`config.mk`:
```
export PLATFORM = sky130hd
export DESIGN_NAME = mul_dispatch
export DESIGN_NICKNAME = d
export VERILOG_FILES = /design/src/rtl/mul_pkg.sv /design/src/rtl/sync_fifo.sv /design/src/rtl/mul_dispatch.sv
export SDC_FILE = /design/constraint.sdc
export NUM_CORES = 1
export LEC_CHECK = 0
export ABC_AREA = 1
export CAP_MARGIN = 10
export CORE_MARGIN = 5
export CORE_UTILIZATION = 35
export CTS_CLUSTER_DIAMETER = 40
export DETAILED_ROUTE_END_ITERATION = 10
export SETUP_SLACK_MARGIN = 0.05
export SYNTH_ARGS = -nofsm -noshare
export SYNTH_HDL_FRONTEND = slang
export SYNTH_SLANG_ARGS = --single-unit
```
`constraint.sdc`:
```
create_clock -name clk -period 2.2 [get_ports clk]
set_input_delay 0.44 -clock clk [delete_from_list [all_inputs] [get_ports clk]]
set_output_delay 0.44 -clock clk [all_outputs]
set_load 0.02 [all_outputs]
```
`src/rtl/mul_pkg.sv`:
```
// Shared definitions for the add-shift multiplier feeder.
//  state_t   : dispatch FSM encoding
//  op_pair_t : buffered operand pair {a,b}
package mul_pkg;

    localparam int unsigned MUL_CYCLES = 8;
    localparam int unsigned OP_W       = 8;
    localparam int unsigned P_W        = 16;

    typedef enum logic [1:0] {
        IDLE    = 2'd0,
        START   = 2'd1,
        WAIT_LO = 2'd2,
        WAIT_HI = 2'd3
    } state_t;

    typedef struct packed {
        logic [OP_W-1:0] a;
        logic [OP_W-1:0] b;
    } op_pair_t;

endpackage

```
`src/rtl/sync_fifo.sv`:
```
// Synchronous FIFO with show-ahead read data.
//  clk, rst   : clock, synchronous active-high reset (flushes contents)
//  i_push     : write i_data (ignored while full)
//  i_pop      : drop head entry (ignored while empty)
//  o_data     : current head entry, valid while !o_empty
//  o_full     : no free entry
//  o_empty    : no stored entry
module sync_fifo #(
    parameter int unsigned DEPTH = 4,
    parameter int unsigned W     = 16
) (
    input  logic         clk,
    input  logic         rst,
    input  logic         i_push,
    input  logic [W-1:0] i_data,
    input  logic         i_pop,
    output logic [W-1:0] o_data,
    output logic         o_full,
    output logic         o_empty
);

    localparam int unsigned AW = $clog2(DEPTH);
    localparam int unsigned PW = AW + 1;

    logic [PW-1:0] r_wr_ptr;
    logic [PW-1:0] r_rd_ptr;
    logic [W-1:0]  r_mem [DEPTH];
    logic          w_wr_en;
    logic          w_rd_en;

    assign w_wr_en = i_push & ~o_full;
    assign w_rd_en = i_pop & ~o_empty;

    // Extra pointer MSB distinguishes full from empty when addresses match
    assign o_empty = (r_wr_ptr == r_rd_ptr);
    assign o_full  = (r_wr_ptr[AW] != r_rd_ptr[AW]) &&
                     (r_wr_ptr[AW-1:0] == r_rd_ptr[AW-1:0]);
    assign o_data  = r_mem[r_rd_ptr[AW-1:0]];

    // Pointer registers
    always_ff @(posedge clk) begin
        if (rst) begin
            r_wr_ptr <= '0;
            r_rd_ptr <= '0;
        end else begin
            if (w_wr_en) r_wr_ptr <= r_wr_ptr + PW'(1);
            if (w_rd_en) r_rd_ptr <= r_rd_ptr + PW'(1);
        end
    end

    // Storage array
    always_ff @(posedge clk) begin
        if (w_wr_en) r_mem[r_wr_ptr[AW-1:0]] <= i_data;
    end

endmodule

```
`src/rtl/mul_dispatch.sv`:
```
// Feeder for the 8x8 add-shift multiplier.
// Buffers operand pairs, starts one multiplication per pair, holds the operands
// for the whole run and returns the product with the multiplier's accumulator
// residue removed.
//  clk, rst            : clock, synchronous active-high reset (shared with multiplier)
//  in_valid/in_ready   : operand stream handshake, in_a/in_b operands
//  mul_a/mul_b         : operands to multiplier, stable from START to capture
//  mul_start           : one-cycle start pulse
//  mul_c/mul_done      : multiplier accumulator and idle/done level
//  out_valid/out_ready : product stream handshake, out_p corrected product
//  busy                : work pending anywhere in the block
//  err                 : sticky timeout flag
module mul_dispatch
    import mul_pkg::*;
#(
    parameter int unsigned DEPTH   = 4,
    parameter int unsigned TIMEOUT = 15
) (
    input  logic            clk,
    input  logic            rst,
    input  logic            in_valid,
    output logic            in_ready,
    input  logic [OP_W-1:0] in_a,
    input  logic [OP_W-1:0] in_b,
    output logic [OP_W-1:0] mul_a,
    output logic [OP_W-1:0] mul_b,
    output logic            mul_start,
    input  logic [P_W-1:0]  mul_c,
    input  logic            mul_done,
    output logic            out_valid,
    input  logic            out_ready,
    output logic [P_W-1:0]  out_p,
    output logic            busy,
    output logic            err
);

    localparam int unsigned TMO_W = $clog2(TIMEOUT + 1);

    state_t          r_state;
    state_t          w_state_nxt;
    logic            w_pop;
    logic            w_capture;
    logic            w_timeout;
    logic            w_tmo_hit;

    logic [OP_W-1:0] r_mul_a;
    logic [OP_W-1:0] r_mul_b;
    logic            r_mul_start;
    logic [P_W-1:0]  r_out_p;
    logic            r_out_valid;
    logic [P_W-1:0]  r_prev_c;
    logic            r_err;
    logic [TMO_W-1:0] r_tmo_cnt;

    op_pair_t        w_fifo_wdata;
    op_pair_t        w_fifo_rdata;
    logic            w_fifo_full;
    logic            w_fifo_empty;

    assign w_fifo_wdata = '{a: in_a, b: in_b};

    sync_fifo #(
        .DEPTH (DEPTH),
        .W     ($bits(op_pair_t))
    ) u_fifo (
        .clk     (clk),
        .rst     (rst),
        .i_push  (in_valid),
        .i_data  (w_fifo_wdata),
        .i_pop   (w_pop),
        .o_data  (w_fifo_rdata),
        .o_full  (w_fifo_full),
        .o_empty (w_fifo_empty)
    );

    assign w_tmo_hit = (r_tmo_cnt == TMO_W'(TIMEOUT - 1));

    // State register
    always_ff @(posedge clk) begin
        if (rst) r_state <= IDLE;
        else     r_state <= w_state_nxt;
    end

    // Next-state and control decode
    always_comb begin
        w_state_nxt = r_state;
        w_pop       = 1'b0;
        w_capture   = 1'b0;
        w_timeout   = 1'b0;
        case (r_state)
            IDLE: begin
                // Single result slot: only issue when it is free or draining now
                if (!w_fifo_empty && (!r_out_valid || out_ready)) begin
                    w_pop       = 1'b1;
                    w_state_nxt = START;
                end
            end
            START: w_state_nxt = WAIT_LO;
            WAIT_LO: begin
                // done is still high from idle; wait for the run to actually begin
                if (w_tmo_hit) begin
                    w_timeout   = 1'b1;
                    w_state_nxt = IDLE;
                end else if (!mul_done) begin
                    w_state_nxt = WAIT_HI;
                end
            end
            WAIT_HI: begin
                if (mul_done) begin
                    w_capture   = 1'b1;
                    w_state_nxt = IDLE;
                end else if (w_tmo_hit) begin
                    w_timeout   = 1'b1;
                    w_state_nxt = IDLE;
                end
            end
            default: w_state_nxt = IDLE;
        endcase
    end

    // Operands, start pulse, result slot, residue tracking, timeout
    always_ff @(posedge clk) begin
        if (rst) begin
            r_mul_a     <= '0;
            r_mul_b     <= '0;
            r_mul_start <= 1'b0;
            r_out_p     <= '0;
            r_out_valid <= 1'b0;
            r_prev_c    <= '0;
            r_err       <= 1'b0;
            r_tmo_cnt   <= '0;
        end else begin
            r_mul_start <= w_pop;
            if (w_pop) begin
                r_mul_a <= w_fifo_rdata.a;
                r_mul_b <= w_fifo_rdata.b;
            end

            if (r_state == WAIT_LO || r_state == WAIT_HI) r_tmo_cnt <= r_tmo_cnt + TMO_W'(1);
            else                                          r_tmo_cnt <= '0;

            // Multiplier keeps c across runs: final c = (old c >> 8) + a*b
            if (w_capture) begin
                r_out_p     <= mul_c - (r_prev_c >> OP_W);
                r_prev_c    <= mul_c;
                r_out_valid <= 1'b1;
            end else if (r_out_valid && out_ready) begin
                r_out_valid <= 1'b0;
            end

            if (w_timeout) r_err <= 1'b1;
        end
    end

    assign in_ready  = ~w_fifo_full;
    assign mul_a     = r_mul_a;
    assign mul_b     = r_mul_b;
    assign mul_start = r_mul_start;
    assign out_valid = r_out_valid;
    assign out_p     = r_out_p;
    assign err       = r_err;
    // Decoded from registers only
    assign busy      = (r_state != IDLE) | ~w_fifo_empty | r_out_valid;

endmodule

```
==> metrics.log, run 1 <==
[metrics] I/O pin cnt: 74
[metrics] crit-path leading delay family: flip-flops
[metrics] run status: completed
[metrics] worst-margin pin slew: 0.675 ns
[metrics] Synth Net Count: 616
[metrics] Routed Wire Length: 13400 µm
[metrics] worst reg2reg startpoint: u_fifo.r_rd_ptr[2]
[metrics] average via count per standard cell: 5.04
[metrics] detailed placement HPWL: 8840 µm
[metrics] maximum number of pins on one net before global-route repair: 36
[metrics] arrival time reported for the critical path endpoint: 1.62 ns
[metrics] Detail Route Antenna Nets: 0
[metrics] total track usage: 15.5%
[metrics] Crit. path cell count: 5
[metrics] synthesis-stage register bit count: 119
[metrics] number of distinct library cells after synthesis: 32
[metrics] fraction of final layout cells sized beyond drive strength 1: 9.64%
[metrics] total number of placement rows: 44
[metrics] ordered cell list for the critical path: xor2_1, a21oi_2, nand2_2, or3_1, buf_2
[metrics] simple-gate share of the synthesized area: 18.4%
[metrics] setup violators final: 0
[metrics] predominant post-synthesis flop cell: sky130_fd_sc_hd__edfxtp_1
[metrics] global placer's final weighted congestion: 0.860
[metrics] worst slew margin relative to its limit: 54.9%
[metrics] fraction of synthesized cell area in xor and xnor cells: 1.68%
[metrics] reg2reg path depth: 7
[metrics] average detailed-routed wire length per instance: 15.8 µm
[metrics] Layout Cell Area excl Fill: 0.00685 mm²
[metrics] DRC violation count after routing: 0
[metrics] H-tree lvl count: 4
[metrics] critical-path cell with the highest stage delay: sky130_fd_sc_hd__dfxtp_1
[metrics] die height: 132 µm
[metrics] Max clock buf depth: 2
[metrics] cell area after synthesis: 0.00523 mm²
[metrics] Fin. Hold Viols: 0
[metrics] Post-Layout Cell Count: 848
[metrics] Mapped Avg Cell Area: 9.29 µm²
[metrics] Crit. Startpoint: u_fifo.r_wr_ptr[0]
[metrics] count of input and output buffers: 73
[metrics] Peak Freq: 486 MHz
[metrics] insertion delay to the later sink of the worst-skew pair: 0.41 ns
[metrics] Final #Nets: 704
[metrics] post-synthesis share of cell area spent on full adders, half adders and majority gates: 3.97%
[metrics] share of cell area taken by muxes after synthesis: 0%
[metrics] PD cells: 1200 mW/mm²
[metrics] clock sinks: 119
[metrics] Clock transition at path regs: 0.05 ns
[metrics] cells after synthesis: 563
[metrics] vias in the first global route: 4290
[metrics] Worst Hold Launch: r_tmo_cnt[0]
[metrics] max-cap violations: 0
[metrics] unrepaired setup endpoints after global routing: false
[metrics] final hold slack: 0.460 ns
[metrics] clock root buffer: sky130_fd_sc_hd__clkbuf_16
[metrics] # diodes: 0
[metrics] sequential-to-total area share from yosys stat: 57.8%
[metrics] final standard cell utilization of the core: 47.0%
[metrics] Layout Area Growth over Synthesis: 31.0%
[metrics] post-layout min period: 2.06 ns
[metrics] Slew Limit Fails: 0
[metrics] overflow left after global routing: 0
[metrics] sum of buffers and inverters on the critical path: 1
[metrics] largest fanout on the critical path: 4
[metrics] path type of the worst min-delay path: flip-flop to flip-flop
[metrics] leading cell type in the layout, fill and taps excluded: sky130_fd_sc_hd__nand2_1
[metrics] count of warnings emitted by yosys: 0
[metrics] Layout fillers: 1373
[metrics] Power, Total: 8.20 mW
[metrics] combinational family with the most area after synthesis: simple AND/OR/NAND/NOR gates
[metrics] DR vias: 4271
[metrics] Worst setup EP type: output pin
[metrics] leakage dissipation: 2.72 nW
[metrics] CTS tree: yes
[metrics] Pre-Repair DR Iteration Count: 4
[metrics] peak ir drop on the vdd network: 0.836 mV
[metrics] wire length of the first global-routing pass: 21600 µm
[metrics] post-synthesis compound-gate area fraction: 11.4%
[metrics] final worst clock skew: 0.00770 ns
[metrics] initial antenna violation count: 0
[metrics] Starting Density: 35.8%
[metrics] number of instances on the worst hold path: 1
[metrics] kind of launch point of the worst setup path: flip-flop
[metrics] period utilisation layout: 93.6%
[metrics] Placed Area: 0.00626 mm²
[metrics] CP max stage delay: 0.35 ns
[metrics] number of DRC markers in iteration 0: 297
[metrics] overall die width: 132 µm
[metrics] number of synthesized flops with an enable pin: 64
[metrics] required arrival time at the worst endpoint: 1.76 ns
[metrics] commonest cells after routing, fill and taps aside: sky130_fd_sc_hd__nand2_1, sky130_fd_sc_hd__nor2_1, sky130_fd_sc_hd__clkdlybuf4s50_1, sky130_fd_sc_hd__edfxtp_1, sky130_fd_sc_hd__inv_1
[metrics] placeable core region: 0.0146 mm²
[metrics] worst setup path category: flip-flop to output pin
[metrics] share of flip-flops with an asynchronous set or reset: 0%
[metrics] area enclosed by the die boundary: 0.0175 mm²
[metrics] cts bufs inserted: 17
[metrics] Placed Instances: 816
cell type report:
| type | count | area (µm²) | area share [%] |
|---|---|---|---|
| inverter | 57 | 214 | 3.12 |
| timing repair buffer | 96 | 935 | 13.6 |
| multi-input combinational | 360 | 1850 | 27.0 |
| tap | 184 | 230 | 3.36 |
| clock buffer | 22 | 474 | 6.92 |
| clock inverter | 10 | 120 | 1.75 |
| sequential | 119 | 3030 | 44.2 |
worst paths after layout:
check	to	slack, ns
max reg2reg	mul_b[6]	0.30
min	r_tmo_cnt[0]	0.46
max	busy	0.14
min reg2reg	r_tmo_cnt[0]	0.46
registers in the layout, indices dropped and copies added (netlist names):
| register | cells |
|---|---|
| err | 1 |
| r_tmo_cnt | 4 |
| u_fifo.r_rd_ptr | 3 |
| u_fifo.r_wr_ptr | 3 |
| out_p | 16 |
| r_state | 2 |
| out_valid | 1 |
| mul_a | 8 |
| mul_start | 1 |
| u_fifo.r_mem | 64 |
| mul_b | 8 |
| r_prev_c | 8 |
cell usage after synthesis, types with 9 or more instances:
library cell	number	area, µm²
sky130_fd_sc_hd__a21oi_1	32	160
sky130_fd_sc_hd__clkbuf_1	11	41.3
sky130_fd_sc_hd__dfxtp_1	55	1100
sky130_fd_sc_hd__edfxtp_1	64	1920
sky130_fd_sc_hd__ha_1	15	188
sky130_fd_sc_hd__inv_1	56	210
sky130_fd_sc_hd__nand2_1	92	345
sky130_fd_sc_hd__nand3_1	25	125
sky130_fd_sc_hd__nand4_1	19	119
sky130_fd_sc_hd__nor2_1	79	297
sky130_fd_sc_hd__o21ai_0	43	215
sky130_fd_sc_hd__o22ai_1	16	100
sky130_fd_sc_hd__xor2_1	9	78.8
report_power, final:
group          internal [mW]  total, mW  switching [mW]
registers               2.65       2.80           0.155
logic                  0.994       2.64            1.65
clock network           1.76       2.76           0.997
through the flow:
| step | TNS, ns | setup slack [ns] |
|---|---|---|
| 3_3_place_gp | -0.320 | -0.104 |
| 2_1_floorplan | 0 | 0.0503 |
| 4_1_cts | 0 | 0.0731 |
| 3_5_place_dp | -0.686 | -0.150 |
| 6_report | 0 | 0.141 |
| 5_1_grt | 0 | 0.0535 |
what timing repair did:
action,4_1_cts,5_1_grt
buffers inserted,0,0
hold buffers,0,0
gates resized for setup,5,3
setup endpoints to repair,2,2
worst register-to-register path, cell delays in order, from the launching register on:
cell,delay [ns]
sky130_fd_sc_hd__dfxtp_1,0.39
sky130_fd_sc_hd__xor2_1,0.20
sky130_fd_sc_hd__inv_1,0.07
sky130_fd_sc_hd__nand2_2,0.07
sky130_fd_sc_hd__buf_4,0.26
sky130_fd_sc_hd__nand3_2,0.48
sky130_fd_sc_hd__nand2_1,0.22
sky130_fd_sc_hd__a21oi_1,0.09
routing by layer:
layer  GRT usage, %  up-vias  part of all wire, %  routed length [µm]
li1               -     2090                    -                   -
met5              0        -                    0                   0
met1           18.4     2028                   44                5870
met3           5.23       21                  6.1                 821
met4           5.54        0                  1.7                 232
met2           26.3      132                   48                6490
cell families (layout without fill, tap and decap cells):
group                    after synthesis  after routing
flip-flops                           119            119
AO/OA/AOI/OAI                        107            107
buffers and inverters                 84            185
AND/OR/NAND/NOR                      227            227
adder cells (fa/ha/maj)               16             16
XOR/XNOR                              10             10
(Power assumes the default switching activity.)
==> run 2: changes to the inputs <==
Settings changed: CORE_UTILIZATION 35 to 54, PLACE_DENSITY set to 0.79.
==> run 2 against run 1 <==
Critical path depth is the same. Global-route usage increased by 7.6 points. Utilization is 24 points higher. Sequential power about the same. Die area fell by 33%. Critical endpoint unchanged. Combinational power grew 2%. First-iteration DRC count down 15%.
==> metrics.log, run 2 (synthesized netlist as in run 1, its figures left out) <==
[metrics] run status: completed (unchanged)
[metrics] reg2reg path depth: 8 (was 7)
[metrics] Routed Wire Length: 12800 µm (was 13400 µm)
[metrics] Fin. Hold Viols: 0 (unchanged)
[metrics] top routing layer in use: met4 (unchanged)
[metrics] DR vias: 4300 (was 4271)
[metrics] Layout Area Growth over Synthesis: 30.1% (was 31.0%)
[metrics] insertion delay to the later sink of the worst-skew pair: 0.52 ns (was 0.41 ns)
[metrics] fraction of final layout cells sized beyond drive strength 1: 11.1% (was 9.64%)
[metrics] unrepaired setup endpoints after global routing: true (was false)
[metrics] final hold slack: 0.466 ns (was 0.460 ns)
[metrics] vias in the first global route: 4359 (was 4290)
[metrics] Pre-Repair DR Iteration Count: 4 (unchanged)
[metrics] worst slew margin relative to its limit: 53.2% (was 54.9%)
[metrics] capture point of the critical path: busy (unchanged)
[metrics] Starting Density: 54.5% (was 35.8%)
[metrics] overall die width: 108 µm (was 132 µm)
[metrics] leading cell type in the layout, fill and taps excluded: sky130_fd_sc_hd__nand2_1 (unchanged)
[metrics] DRC violation count after routing: 0 (unchanged)
[metrics] Power, Total: 8.21 mW (was 8.20 mW)
[metrics] period utilisation layout: 97.5% (was 93.6%)
[metrics] final worst clock skew: 0.00741 ns (was 0.00770 ns)
[metrics] number of DRC markers in iteration 0: 251 (was 297)
[metrics] clock root buffer: sky130_fd_sc_hd__clkbuf_8 (was sky130_fd_sc_hd__clkbuf_16)
[metrics] worst reg2reg startpoint: u_fifo.r_rd_ptr[2] (unchanged)
[metrics] total number of placement rows: 36 (was 44)
[metrics] arrival time reported for the critical path endpoint: 1.71 ns (was 1.62 ns)
[metrics] R2R Path End: u_fifo.r_rd_ptr[1] (was mul_b[6])
[metrics] placeable core region: 0.00959 mm² (was 0.0146 mm²)
[metrics] I/O pin cnt: 74 (unchanged)
[metrics] path type of the worst min-delay path: flip-flop to flip-flop (unchanged)
[metrics] H-tree lvl count: 4 (unchanged)
[metrics] Clock transition at path regs: 0.06 ns (was 0.05 ns)
[metrics] post-layout min period: 2.15 ns (was 2.06 ns)
[metrics] # diodes: 0 (unchanged)
[metrics] clock sinks: 119 (unchanged)
[metrics] number of flip-flops under the largest register name: 64 (unchanged)
[metrics] area enclosed by the die boundary: 0.0117 mm² (was 0.0175 mm²)
[metrics] Worst setup EP type: output pin (unchanged)
[metrics] wire length of the first global-routing pass: 20700 µm (was 21600 µm)
[metrics] average detailed-routed wire length per instance: 16.0 µm (was 15.8 µm)
[metrics] leakage dissipation: 2.73 nW (was 2.72 nW)
[metrics] required arrival time at the worst endpoint: 1.76 ns (about the same)
[metrics] number of instances on the worst hold path: 2 (was 1)
[metrics] Crit. Startpoint: u_fifo.r_wr_ptr[0] (unchanged)
[metrics] Peak Freq: 466 MHz (was 486 MHz)
[metrics] global placer's final weighted congestion: 0.914 (was 0.860)
[metrics] overflow left after global routing: 0 (unchanged)
[metrics] commonest cells after routing, fill and taps aside: sky130_fd_sc_hd__nand2_1, sky130_fd_sc_hd__nor2_1, sky130_fd_sc_hd__clkdlybuf4s50_1, sky130_fd_sc_hd__edfxtp_1, sky130_fd_sc_hd__inv_1 (unchanged)
[metrics] CTS tree: yes (unchanged)
[metrics] Detail Route Antenna Nets: 0 (unchanged)
[metrics] setup slack of the most critical reg-to-reg path: 0.32 ns (was 0.30 ns)
[metrics] Max clock buf depth: 2 (unchanged)
[metrics] met3 WL: 819 µm (was 821 µm)
[metrics] least setup slack across all paths after layout: 0.0546 ns (was 0.141 ns)
[metrics] cts bufs inserted: 17 (unchanged)
[metrics] die height: 108 µm (was 132 µm)
[metrics] total track usage: 23.1% (was 15.5%)
[metrics] largest fanout on the critical path: 2 (was 4)
[metrics] initial antenna violation count: 0 (unchanged)
[metrics] maximum number of pins on one net before global-route repair: 36 (unchanged)
[metrics] worst setup slack after placement: -0.116 ns (was -0.150 ns)
[metrics] worst-margin pin slew: 0.701 ns (was 0.675 ns)
[metrics] Post-Layout Cell Count: 801 (was 848)
[metrics] PD cells: 1210 mW/mm² (was 1200 mW/mm²)
[metrics] detailed placement HPWL: 8280 µm (was 8840 µm)
[metrics] Slew Limit Fails: 0 (unchanged)
[metrics] total length of routed met2 wires: 6570 µm (was 6490 µm)
[metrics] peak ir drop on the vdd network: 0.665 mV (was 0.836 mV)
[metrics] worst setup path category: flip-flop to output pin (unchanged)
[metrics] max-cap violations: 0 (unchanged)
[metrics] kind of launch point of the worst setup path: flip-flop (unchanged)
[metrics] count of input and output buffers: 73 (unchanged)
[metrics] met1 wire length: 5250 µm (was 5870 µm)
[metrics] setup violators final: 0 (unchanged)
[metrics] Placed Instances: 765 (was 816)
[metrics] average via count per standard cell: 5.37 (was 5.04)
[metrics] Final #Nets: 708 (was 704)
run 2: cell count changes in the layout (fill, tap and decap cells not counted), moves of 2 or more:
| cell | change |
|---|---|
| sky130_fd_sc_hd__buf_12 | -2 |
| sky130_fd_sc_hd__buf_4 | +6 |
| sky130_fd_sc_hd__clkbuf_1 | -2 |
| sky130_fd_sc_hd__clkbuf_8 | -2 |
| sky130_fd_sc_hd__clkinv_2 | -2 |
| sky130_fd_sc_hd__clkinv_4 | +2 |
| sky130_fd_sc_hd__clkinvlp_4 | +3 |
| sky130_fd_sc_hd__dfxtp_1 | -2 |
run 2: worst min-delay path by stage:
stage | startpoint | slack, ns | to
floorplan | r_tmo_cnt[0] | 0.43 | r_tmo_cnt[0]
global placement | r_tmo_cnt[0] | 0.44 | r_tmo_cnt[0]
detailed placement | mul_a[0] | 0.46 | mul_a[0]
CTS | mul_a[0] | 0.47 | mul_a[0]
global route | mul_b[5] | 0.49 | mul_b[5]
finish | mul_a[0] | 0.47 | mul_a[0]
run 2: what timing repair did:
| action | in CTS | in global routing |
|---|---|---|
| setup endpoints to repair | 2 | 1 |
| hold buffers | 0 | 0 |
| cloned | 0 | 0 |
| pin swaps | 2 | 2 |
| endpoints found under the hold margin | 0 | 0 |
| setup buffers | 4 | 0 |
| gates resized for setup | 14 | 2 |
run 2: worst max-delay path: stages, from the launching register on:
cell,delay [ns]
sky130_fd_sc_hd__dfxtp_2,0.33
sky130_fd_sc_hd__xor2_1,0.16
sky130_fd_sc_hd__a21oi_2,0.15
sky130_fd_sc_hd__nand2_2,0.07
sky130_fd_sc_hd__or3_4,0.34
sky130_fd_sc_hd__buf_6,0.14
run 2: metal layers:
layer	vias up	GRT usage [%]
met2	156	40.9
met3	19	6.33
li1	2100	-
met5	-	0
met1	2025	27.2
met4	0	7.57
run 2: cell type report:
type                            instances  area [µm²]
Clock buffer                           17         414
Fill cell                             721        2790
Clock inverter                         15         170
Tap cell                              133         166
Inverter                               57         216
Sequential cell                       119        3030
Timing Repair Buffer                  100         946
Multi-Input combinational cell        360        1860
run 2: stage by stage:
step / setup TNS [ns] / instance area (µm²) / utilization [%]
6_report: 0 / 6800 / 70.9
5_1_grt: -0.000852 / 6800 / 70.9
4_1_cts: 0 / 6800 / 70.9
3_5_place_dp: -0.421 / 6170 / 64.3
3_3_place_gp: -0.248 / 6170 / 64.3
2_1_floorplan: 0 / 5230 / -
run 2: where the power goes:
group          switching (mW)  internal (mW)
Combinational            1.66           1.04
Sequential              0.156           2.65
Clock                    1.07           1.63
Total                    2.88           5.33
==> run 3: changes to the inputs <==
Settings changed: CORE_ASPECT_RATIO set to 0.6, CTS_CLUSTER_SIZE set to 24, GPL_TIMING_DRIVEN set to 0.
==> run 3 against run 2 <==
First-iteration DRC count grew 100%. Via count grew 4.0%. Hold slack got worse by 0.070 ns. Largest power group is now the clock network. Critical path depth increased by 2. Register-to-register slack is essentially flat. Die area increased by 0.55%. Utilization up 2.9 points. The run now ends with setup timing left. Sequential cell count unchanged.
==> metrics.log, run 3 (synthesized netlist as in run 1, its figures left out) <==
[metrics] run status: finished, violations left (was completed)
[metrics] violations in the final reports: setup timing
[metrics] clock root buffer: sky130_fd_sc_hd__clkbuf_16 (was sky130_fd_sc_hd__clkbuf_8)
[metrics] vias in the first global route: 4288 (was 4359)
[metrics] area enclosed by the die boundary: 0.0118 mm² (was 0.0117 mm²)
[metrics] leading cell type in the layout, fill and taps excluded: sky130_fd_sc_hd__nand2_1 (unchanged)
[metrics] worst setup slack after placement: -0.284 ns (was -0.116 ns)
[metrics] DRC violation count after routing: 0 (unchanged)
[metrics] number of flip-flops under the largest register name: 64 (unchanged)
[metrics] placeable core region: 0.00932 mm² (was 0.00959 mm²)
[metrics] Layout Cell Area excl Fill: 0.00688 mm² (was 0.00680 mm²)
[metrics] global placer's final weighted congestion: 0.932 (was 0.914)
[metrics] leakage dissipation: 2.74 nW (was 2.73 nW)
[metrics] count of input and output buffers: 72 (was 73)
[metrics] Slew Limit Fails: 0 (unchanged)
[metrics] required arrival time at the worst endpoint: 1.76 ns (about the same)
[metrics] maximum number of pins on one net before global-route repair: 17 (was 36)
[metrics] unrepaired setup endpoints after global routing: true (unchanged)
[metrics] setup violators final: 1 (was 0)
[metrics] final worst clock skew: 0.00857 ns (was 0.00741 ns)
[metrics] wire length of the first global-routing pass: 21600 µm (was 20700 µm)
[metrics] DR vias: 4473 (was 4300)
[metrics] Fin. Hold Viols: 0 (unchanged)
[metrics] multi-input combinational cell area: 0.00190 mm² (was 0.00186 mm²)
[metrics] Max clock buf depth: 2 (unchanged)
[metrics] total number of placement rows: 27 (was 36)
[metrics] critical-path cell with the highest stage delay: sky130_fd_sc_hd__dfxtp_4 (was sky130_fd_sc_hd__or3_4)
[metrics] ordered cell list for the critical path: inv_8, nand2_4, a21oi_2, nand2_2, buf_6, or3_4, buf_6 (was xor2_1, a21oi_2, nand2_2, or3_4, buf_6)
[metrics] Layout fillers: 659 (was 721)
[metrics] hold bufs inserted after CTS: 0 (unchanged)
[metrics] insertion delay to the later sink of the worst-skew pair: 0.42 ns (was 0.52 ns)
[metrics] Power, Total: 8.77 mW (was 8.21 mW)
[metrics] overflow left after global routing: 0 (unchanged)
[metrics] path type of the worst min-delay path: input port to flip-flop (was flip-flop to flip-flop)
[metrics] Post-Layout Cell Count: 806 (was 801)
[metrics] total track usage: 24.2% (was 23.1%)
[metrics] peak ir drop on the vdd network: 0.785 mV (was 0.665 mV)
[metrics] Starting Density: 56.1% (was 54.5%)
[metrics] Placed Instances: 766 (was 765)
[metrics] Placed Area: 0.00614 mm² (was 0.00617 mm²)
[metrics] worst setup path category: flip-flop to output pin (unchanged)
[metrics] average detailed-routed wire length per instance: 17.5 µm (was 16.0 µm)
[metrics] commonest cells after routing, fill and taps aside: sky130_fd_sc_hd__nand2_1, sky130_fd_sc_hd__nor2_1, sky130_fd_sc_hd__clkdlybuf4s50_1, sky130_fd_sc_hd__edfxtp_1, sky130_fd_sc_hd__inv_1 (unchanged)
[metrics] CTS tree: yes (unchanged)
[metrics] Detail Route Antenna Nets: 0 (unchanged)
[metrics] worst-margin pin slew: 0.605 ns (was 0.701 ns)
[metrics] post-layout min period: 2.24 ns (was 2.15 ns)
[metrics] clock sinks: 119 (unchanged)
[metrics] CP max stage delay: 0.40 ns (was 0.34 ns)
[metrics] Pre-Repair DR Iteration Count: 8 (was 4)
[metrics] H-tree lvl count: 4 (unchanged)
[metrics] kind of launch point of the worst setup path: flip-flop (unchanged)
[metrics] Layout Area Growth over Synthesis: 31.6% (was 30.1%)
[metrics] detailed placement HPWL: 9430 µm (was 8280 µm)
[metrics] largest fanout on the critical path: 8 (was 2)
[metrics] Routed Wire Length: 14100 µm (was 12800 µm)
[metrics] die height: 86.2 µm (was 108 µm)
[metrics] average via count per standard cell: 5.55 (was 5.37)
[metrics] Clock transition at path regs: 0.05 ns (was 0.06 ns)
[metrics] number of DRC markers in iteration 0: 509 (was 251)
[metrics] final hold slack: 0.396 ns (was 0.466 ns)
[metrics] cts bufs inserted: 17 (unchanged)
[metrics] initial antenna violation count: 0 (unchanged)
[metrics] total area of sequential cells: 0.00303 mm² (about the same)
[metrics] period utilisation layout: 102% (was 97.5%)
[metrics] overall die width: 137 µm (was 108 µm)
[metrics] least setup slack across all paths after layout: -0.0434 ns (was 0.0546 ns)
[metrics] # diodes: 0 (unchanged)
[metrics] worst slew margin relative to its limit: 59.6% (was 53.2%)
[metrics] fraction of final layout cells sized beyond drive strength 1: 10.8% (was 11.1%)
[metrics] Worst setup EP type: output pin (unchanged)
[metrics] Final #Nets: 716 (was 708)
[metrics] max-cap violations: 0 (unchanged)
[metrics] most prevalent standard cell on the critical path: sky130_fd_sc_hd__buf_6
[metrics] I/O pin cnt: 74 (unchanged)
[metrics] arrival time reported for the critical path endpoint: 1.80 ns (was 1.71 ns)
[metrics] Peak Freq: 446 MHz (was 466 MHz)
[metrics] PD cells: 1270 mW/mm² (was 1210 mW/mm²)
run 3: cell types whose count changed in the layout (fill, tap and decap cells not counted), sizes merged:
cell and change:
inv -1, buf -4, clkinv +2, clkbuf +13, clkdlybuf4s50 -1, clkinvlp -3, bufinv +2
run 3: worst max-delay path, delay by kind of cell (launching register included):
kind	cells	cell delay (ns)
DFF	1	0.40
AOI/OAI and AO/OA	1	0.17
and+or+nand+nor	3	0.46
buffers and inverters	3	0.36
run 3: repair_timing:
action	4_1_cts	5_1_grt
setup buffers	1	8
pin swaps	1	2
resized for setup	18	10
endpoints found under the setup margin	50	2
run 3: per-layer routing:
layer / vias up / track usage (%) / wire length, µm
li1: 2114 / - / -
met1: 2094 / 34.1 / 6250
met2: 242 / 35.4 / 6160
met3: 23 / 7.13 / 1470
met4: 0 / 9.24 / 193
met5: - / 0 / 0
run 3: layout make-up:
type,count,area share [%]
Clock inverter,15,2.91
Clock buffer,17,6.18
Timing Repair Buffer,82,11.7
Buffer,26,1.98
Tap cell,130,2.36
Sequential cell,119,44.1
Inverter,57,3.22
Multi-Input combinational cell,360,27.6
run 3: worst paths after layout:
path | slack (ns) | end | cells after the start | start
min reg2reg | 0.47 | mul_b[6] | 2 | mul_b[6]
max | -0.04 | busy | 7 | u_fifo.r_rd_ptr[1]
max reg2reg | 0.33 | u_fifo.r_mem[3][3] | 5 | u_fifo.r_rd_ptr[0]
min | 0.40 | r_prev_c[14] | 2 | rst
run 3: through the flow:
step / util (%) / setup TNS, ns
finish: 73.8 / -0.0434
global placement: 65.5 / -35.38
detailed placement: 65.8 / -9.68
global route: 73.8 / -0.0896
floorplan: - / 0
CTS: 73.0 / -0.118
run 3: report_power, final:
group,switching (mW),internal [mW],total (mW)
Combinational,1.76,1.17,2.93
Sequential,0.245,2.66,2.90
Clock,1.04,1.90,2.94
Total,3.05,5.73,8.77
==> edit 1: new RTL, flow settings as in run 1 <==
Encoding of `state_t`: now one-hot (4 bits for 4 states).
--- a/src/rtl/mul_pkg.sv
+++ b/src/rtl/mul_pkg.sv
@@ -8,9 +8,9 @@
     localparam int unsigned P_W        = 16;
 
-    typedef enum logic [1:0] {
-        IDLE    = 2'd0,
-        START   = 2'd1,
-        WAIT_LO = 2'd2,
-        WAIT_HI = 2'd3
+    typedef enum logic [3:0] {
+        IDLE    = 4'b0001,
+        START   = 4'b0010,
+        WAIT_LO = 4'b0100,
+        WAIT_HI = 4'b1000
     } state_t;
 
Check against the original RTL: same outputs for any inputs over 10 cycles, from zero or initial values and one cycle with rst high; not proved beyond that.
==> edit 1 against run 1 <==
Final area grew 2.8%; final cell count shrank 0.94%; power shrank 0.91%; wire length shrank 4.9%; hold slack gained 0.0074 ns; highest routed layer unchanged; fmax grew 0.75%; register-to-register slack gained 0.07 ns; combinational power shrank 5%; setup slack gained 0.015 ns; sequential cell count grew 2; area after synthesis grew 4.1%; synthesized cell count shrank 1.4%; via count shrank 3.9%.
==> edit 1: results (changes against run 1) <==
INFO  metric signal_buffer_area_fraction = 12.93% (-0.71 points)
INFO  metric worstSetupStartpoint = u_fifo.r_wr_ptr[2]
INFO  metric netlist-cell-type-count = 34 (+6.3%)
INFO  metric multiInputGateArea = 1989 um2 (+7.4%)
INFO  metric final-clk-cell-share = 8.668% (about the same)
INFO  metric hp-start = mul_b[5]
INFO  metric power.ir.vdd_worst = 0.6871 mV (-18%)
INFO  metric grt_util_all_layers = 14.68% (-0.85 points)
INFO  metric hold_slack = 0.4671 ns (+0.007447 ns)
INFO  metric estimated_wirelength_of_the_detail_placed_design = 8.464 mm (-4.3%)
INFO  metric tightestPinTransition = 0.5058 ns (-0.1695 ns)
INFO  metric r2r-start = r_state[2]
INFO  metric nets_in_the_synthesized_netlist = 608 (-1.3%)
INFO  metric post_route_cells_drive_above_1_share = 12.42% (+2.8 points)
INFO  metric met2_layer_wire_length_in_the_routed_design = 6.311 mm (-2.7%)
INFO  metric final_cell_area = 7044 um2 (+2.8%)
INFO  metric drt_wl_total = 12.76 mm (-4.9%)
INFO  metric nonClockBufferCount = 89 (-7.3%)
INFO  metric min_delay_worst_endpoint = mul_b[5]
INFO  metric dpl-instance-area = 6434 um2 (+2.8%)
INFO  metric number_of_global_route_vias_before_repair = 4267 (-0.54%)
INFO  metric fin_skew = 0.01050 ns (+0.002798 ns)
INFO  metric preCtsSetupSlack = -0.1377 ns (+0.01245 ns)
INFO  metric power_clock = 2850 uW (+3%)
INFO  metric antenna_cells = 0 (unchanged)
INFO  metric route.detailed.vias_per_inst = 4.887 (-3.0%)
INFO  metric run_status = completed
INFO  metric storage_element_area = 3065 um2 (+1.3%)
INFO  metric grt_first_pass_wirelength = 20.89 mm (-3.1%)
INFO  metric worstHoldPathCells = 2 (+1)
INFO  metric syn_avg_cell_area = 9.809 um2 (+5.6%)
INFO  metric clkPwrFrac = 35.1% (+1.5 points)
INFO  metric synth-seq-area-share = 56.26% (-1.6 points)
INFO  metric routabilityCongestion = 0.8829 (+2.7%)
INFO  metric layout.comb_gates.multi_input = 348 (-3.3%)
INFO  metric netSwitchingFraction = 32.93% (-1.2 points)
INFO  metric critical_path_peak_fanout = 3 (-1)
INFO  metric clkbuf_count = 19 (-14%)
INFO  metric seq_cell_count = 121 (+1.7%)
INFO  metric dpl.cell_count = 808 (-0.98%)
INFO  metric non_clock_inverter_count = 62 (+8.8%)
INFO  metric worstPathArrival = 1.60 ns (-0.02 ns)
INFO  metric p_leak = 0.002714 uW (-0.14%)
INFO  metric r2r_cells = 6 (-1)
INFO  metric synth_area_leaders = sky130_fd_sc_hd__edfxtp_1 (35%), sky130_fd_sc_hd__dfxtp_1 (21%), sky130_fd_sc_hd__nand2_1 (6.3%), sky130_fd_sc_hd__nor2_1 (4.1%), sky130_fd_sc_hd__inv_1 (3.9%)
INFO  metric detail_route.wirelength.met1 = 5.667 mm (-3.5%)
## edit 1: critical path, stage by stage (launching register included)
cell                            delay (ns)
sky130_fd_sc_hd__dfxtp_1              0.33
sky130_fd_sc_hd__xnor2_1              0.23
sky130_fd_sc_hd__nand3_2              0.12
sky130_fd_sc_hd__nor2_1               0.11
sky130_fd_sc_hd__nand2_1              0.08
sky130_fd_sc_hd__dlygate4sd2_1        0.33
## edit 1: what timing repair did
action / in CTS / in global routing
setup endpoints to repair: 2 / 1
endpoints found under the hold margin: 0 / 0
gates resized for setup: 2 / 2
## edit 1: logic make-up after synthesis
kind of cell / after synthesis / synth area share (%)
AOI/OAI and AO/OA: 91 / 10.02
DFF: 121 / 56.26
adders and majority gates: 16 / 3.815
xor gates and xnor gates: 11 / 2.046
buffers and inverters: 86 / 7.194
muxes: 16 / 2.942
and+or+nand+nor: 214 / 17.72
## edit 1: layer usage
layer	global-route usage [%]	vias to the layer above
met3	4.210	11
met1	17.29	1959
met4	4.808	0
met2	25.74	95
li1	-	2040
met5	0	-
==> edit 2: new RTL, settings of run 1 <==
Made on the original files. Set the package constant `OP_W` to 10 (it was 8).
--- a/src/rtl/mul_pkg.sv
+++ b/src/rtl/mul_pkg.sv
@@ -5,5 +5,5 @@
 
     localparam int unsigned MUL_CYCLES = 8;
-    localparam int unsigned OP_W       = 8;
+    localparam int unsigned OP_W       = 10;
     localparam int unsigned P_W        = 16;
 
Ports: changed (resized in_a, in_b, mul_a and mul_b); port bits go from 74 to 82. No check against the original RTL was run, so the function may have changed too.
==> edit 2 against run 1 <==
First-iteration DRC count decreased by 37%; area after synthesis rose by 13%; wire length is 4.1% higher; setup slack worse by 0.0016 ns; power increased by 7.5%; sequential cell count increased by 18; clock power hardly changed; final area is 12% higher; critical path depth decreased by 1; die area rose by 12%; highest routed layer unchanged.
==> edit 2: results (changes against run 1) <==
INFO  metric power.ir.vdd_worst = 0.7930 mV (-5.1%)
INFO  metric worstPathArrival = 1.62 ns (about the same)
INFO  metric synth-seq-area-share = 59.97% (+2.1 points)
INFO  metric critical_path.max_stage_delay = 0.43 ns (+0.08 ns)
INFO  metric drt_wl_total = 13.97 mm (+4.1%)
INFO  metric timing.slew.headroom = 67.38% (+12 points)
INFO  metric ys_top_cells_by_count = sky130_fd_sc_hd__nand2_1 (103), sky130_fd_sc_hd__nor2_1 (81), sky130_fd_sc_hd__edfxtp_1 (80)
INFO  metric r2r_slack = 0.38 ns (+0.08 ns)
INFO  metric detailroute.via_count = 4458 (+4.4%)
INFO  metric dpl-instance-area = 7066 um2 (+13%)
INFO  metric numPortBuffers = 81 (+11%)
INFO  metric crit_family = simple AND/OR/NAND/NOR gates
INFO  metric fin_skew = 0.008159 ns (+0.0004557 ns)
INFO  metric grt_util_all_layers = 14.25% (-1.3 points)
INFO  metric post_route_cells_drive_above_1_share = 13.38% (+3.7 points)
INFO  metric critical_path_peak_fanout = 3 (-1)
INFO  metric largest_register_ff_count = 80 (+25%)
INFO  metric p_leak = 0.002930 uW (+7.8%)
INFO  metric finish.net_count = 752 (+6.8%)
INFO  metric routabilityCongestion = 0.8269 (-3.8%)
INFO  metric r2r-start = r_prev_c[10]
INFO  metric run_status = completed
INFO  metric pin_count_of_the_biggest_net_entering_global_routing = 43 (+19%)
INFO  metric estimated_wirelength_of_the_detail_placed_design = 9.334 mm (+5.6%)
INFO  metric synth-edff-count = 80 (+25%)
INFO  metric detailedRoute.firstIterationViolations = 188 (-37%)
INFO  metric nets_in_the_synthesized_netlist = 654 (+6.2%)
INFO  metric netlist-cell-type-count = 38 (+19%)
INFO  metric synth_area_leaders = sky130_fd_sc_hd__edfxtp_1 (41%), sky130_fd_sc_hd__dfxtp_1 (19%), sky130_fd_sc_hd__nand2_1 (6.5%), sky130_fd_sc_hd__nor2_1 (5.1%), sky130_fd_sc_hd__o21ai_0 (4.4%)
INFO  metric storage_element_area = 3552 um2 (+17%)
INFO  metric final.fill_count = 1536 (+12%)
INFO  metric worst_path_max_delay_cell = sky130_fd_sc_hd__or3_2
INFO  metric min-delay-path-class = flip-flop to flip-flop
INFO  metric r2r_cells = 8 (+1)
-- edit 2: cell count changes after synthesis, moves of 7 or more --
cell	change
sky130_fd_sc_hd__edfxtp_1	+16
sky130_fd_sc_hd__a21oi_2	+7
sky130_fd_sc_hd__nand2_1	+11
sky130_fd_sc_hd__nand4_1	-14
sky130_fd_sc_hd__o21ai_0	+9
-- edit 2: timing repair --
action                                  4_1_cts  5_1_grt
endpoints found under the setup margin        2        1
pin swaps                                     0        4
resized for setup                            11        5
setup buffers                                 0        2
endpoints found under the hold margin         0        0
-- edit 2: area by class of cell --
cell class	instances	share of cell area (%)
Clock buffer	22	6.580
Clock inverter	10	1.024
Inverter	55	2.713
Multi-Input combinational cell	380	26.37
Sequential cell	137	46.13
Tap cell	220	3.574
Timing Repair Buffer	106	13.61
-- edit 2: logic make-up (layout without fill, tap and decap cells) --
kind of cell | after synthesis | in the layout | share of synthesized area [%]
and+or+nand+nor | 232 | 232 | 16.84
AOI/OAI and AO/OA | 125 | 125 | 12.37
DFF | 137 | 137 | 59.97
xor gates and xnor gates | 9 | 9 | 1.461
adders and majority gates | 14 | 14 | 3.092
buffers and inverters | 82 | 193 | 6.268
-- edit 2: stage by stage --
stage                     TNS, ns  worst slack [ns]  hold slack, ns  std cells
after floorplan            -4.681          -0.05852          0.4297        599
after global placement    -0.9834           -0.2380          0.4419        896
after detailed placement  -0.9651           -0.2673          0.4586        896
after CTS                       0           0.09748          0.4684        928
after global routing            0           0.05702          0.4816        930
final                           0            0.1396          0.4686        930
-- edit 2: worst register-to-register path, delay by kind of cell, from the launching register on --
kind                     cells  cell delay [ns]
AO/OA/AOI/OAI                1             0.27
flip-flops                   1             0.32
AND/OR/NAND/NOR              4             0.46
buffers and inverters        1             0.04
adder cells (fa/ha/maj)      2             0.64
-- edit 2: routing by layer --
metal	GRT usage, %	up-vias	part of all wire (%)	routed length, um
met5	0	-	0	0
met3	4.397	15	5.0	697
met1	17.33	2105	45	6250
met4	4.335	0	1.3	180
li1	-	2229	-	-
met2	24.36	109	49	6838
-- edit 2: power by group --
group          leakage (uW)  internal (uW)  switching (uW)
Combinational       0.00145           1110            1680
Clock              0.000276           1650            1100
Sequential          0.00120           3080             191
Total               0.00293           5850            2970
-- edit 2: worst min-delay path by stage --
stage	to	start	slack (ns)	depth (start not counted)
finish	mul_a[1]	mul_a[1]	0.47	2
global route	r_tmo_cnt[0]	r_tmo_cnt[0]	0.48	1
CTS	mul_b[1]	mul_b[1]	0.47	2
detailed placement	mul_b[1]	mul_b[1]	0.46	2
global placement	r_tmo_cnt[0]	r_tmo_cnt[0]	0.44	1
floorplan	r_tmo_cnt[0]	r_tmo_cnt[0]	0.43	1
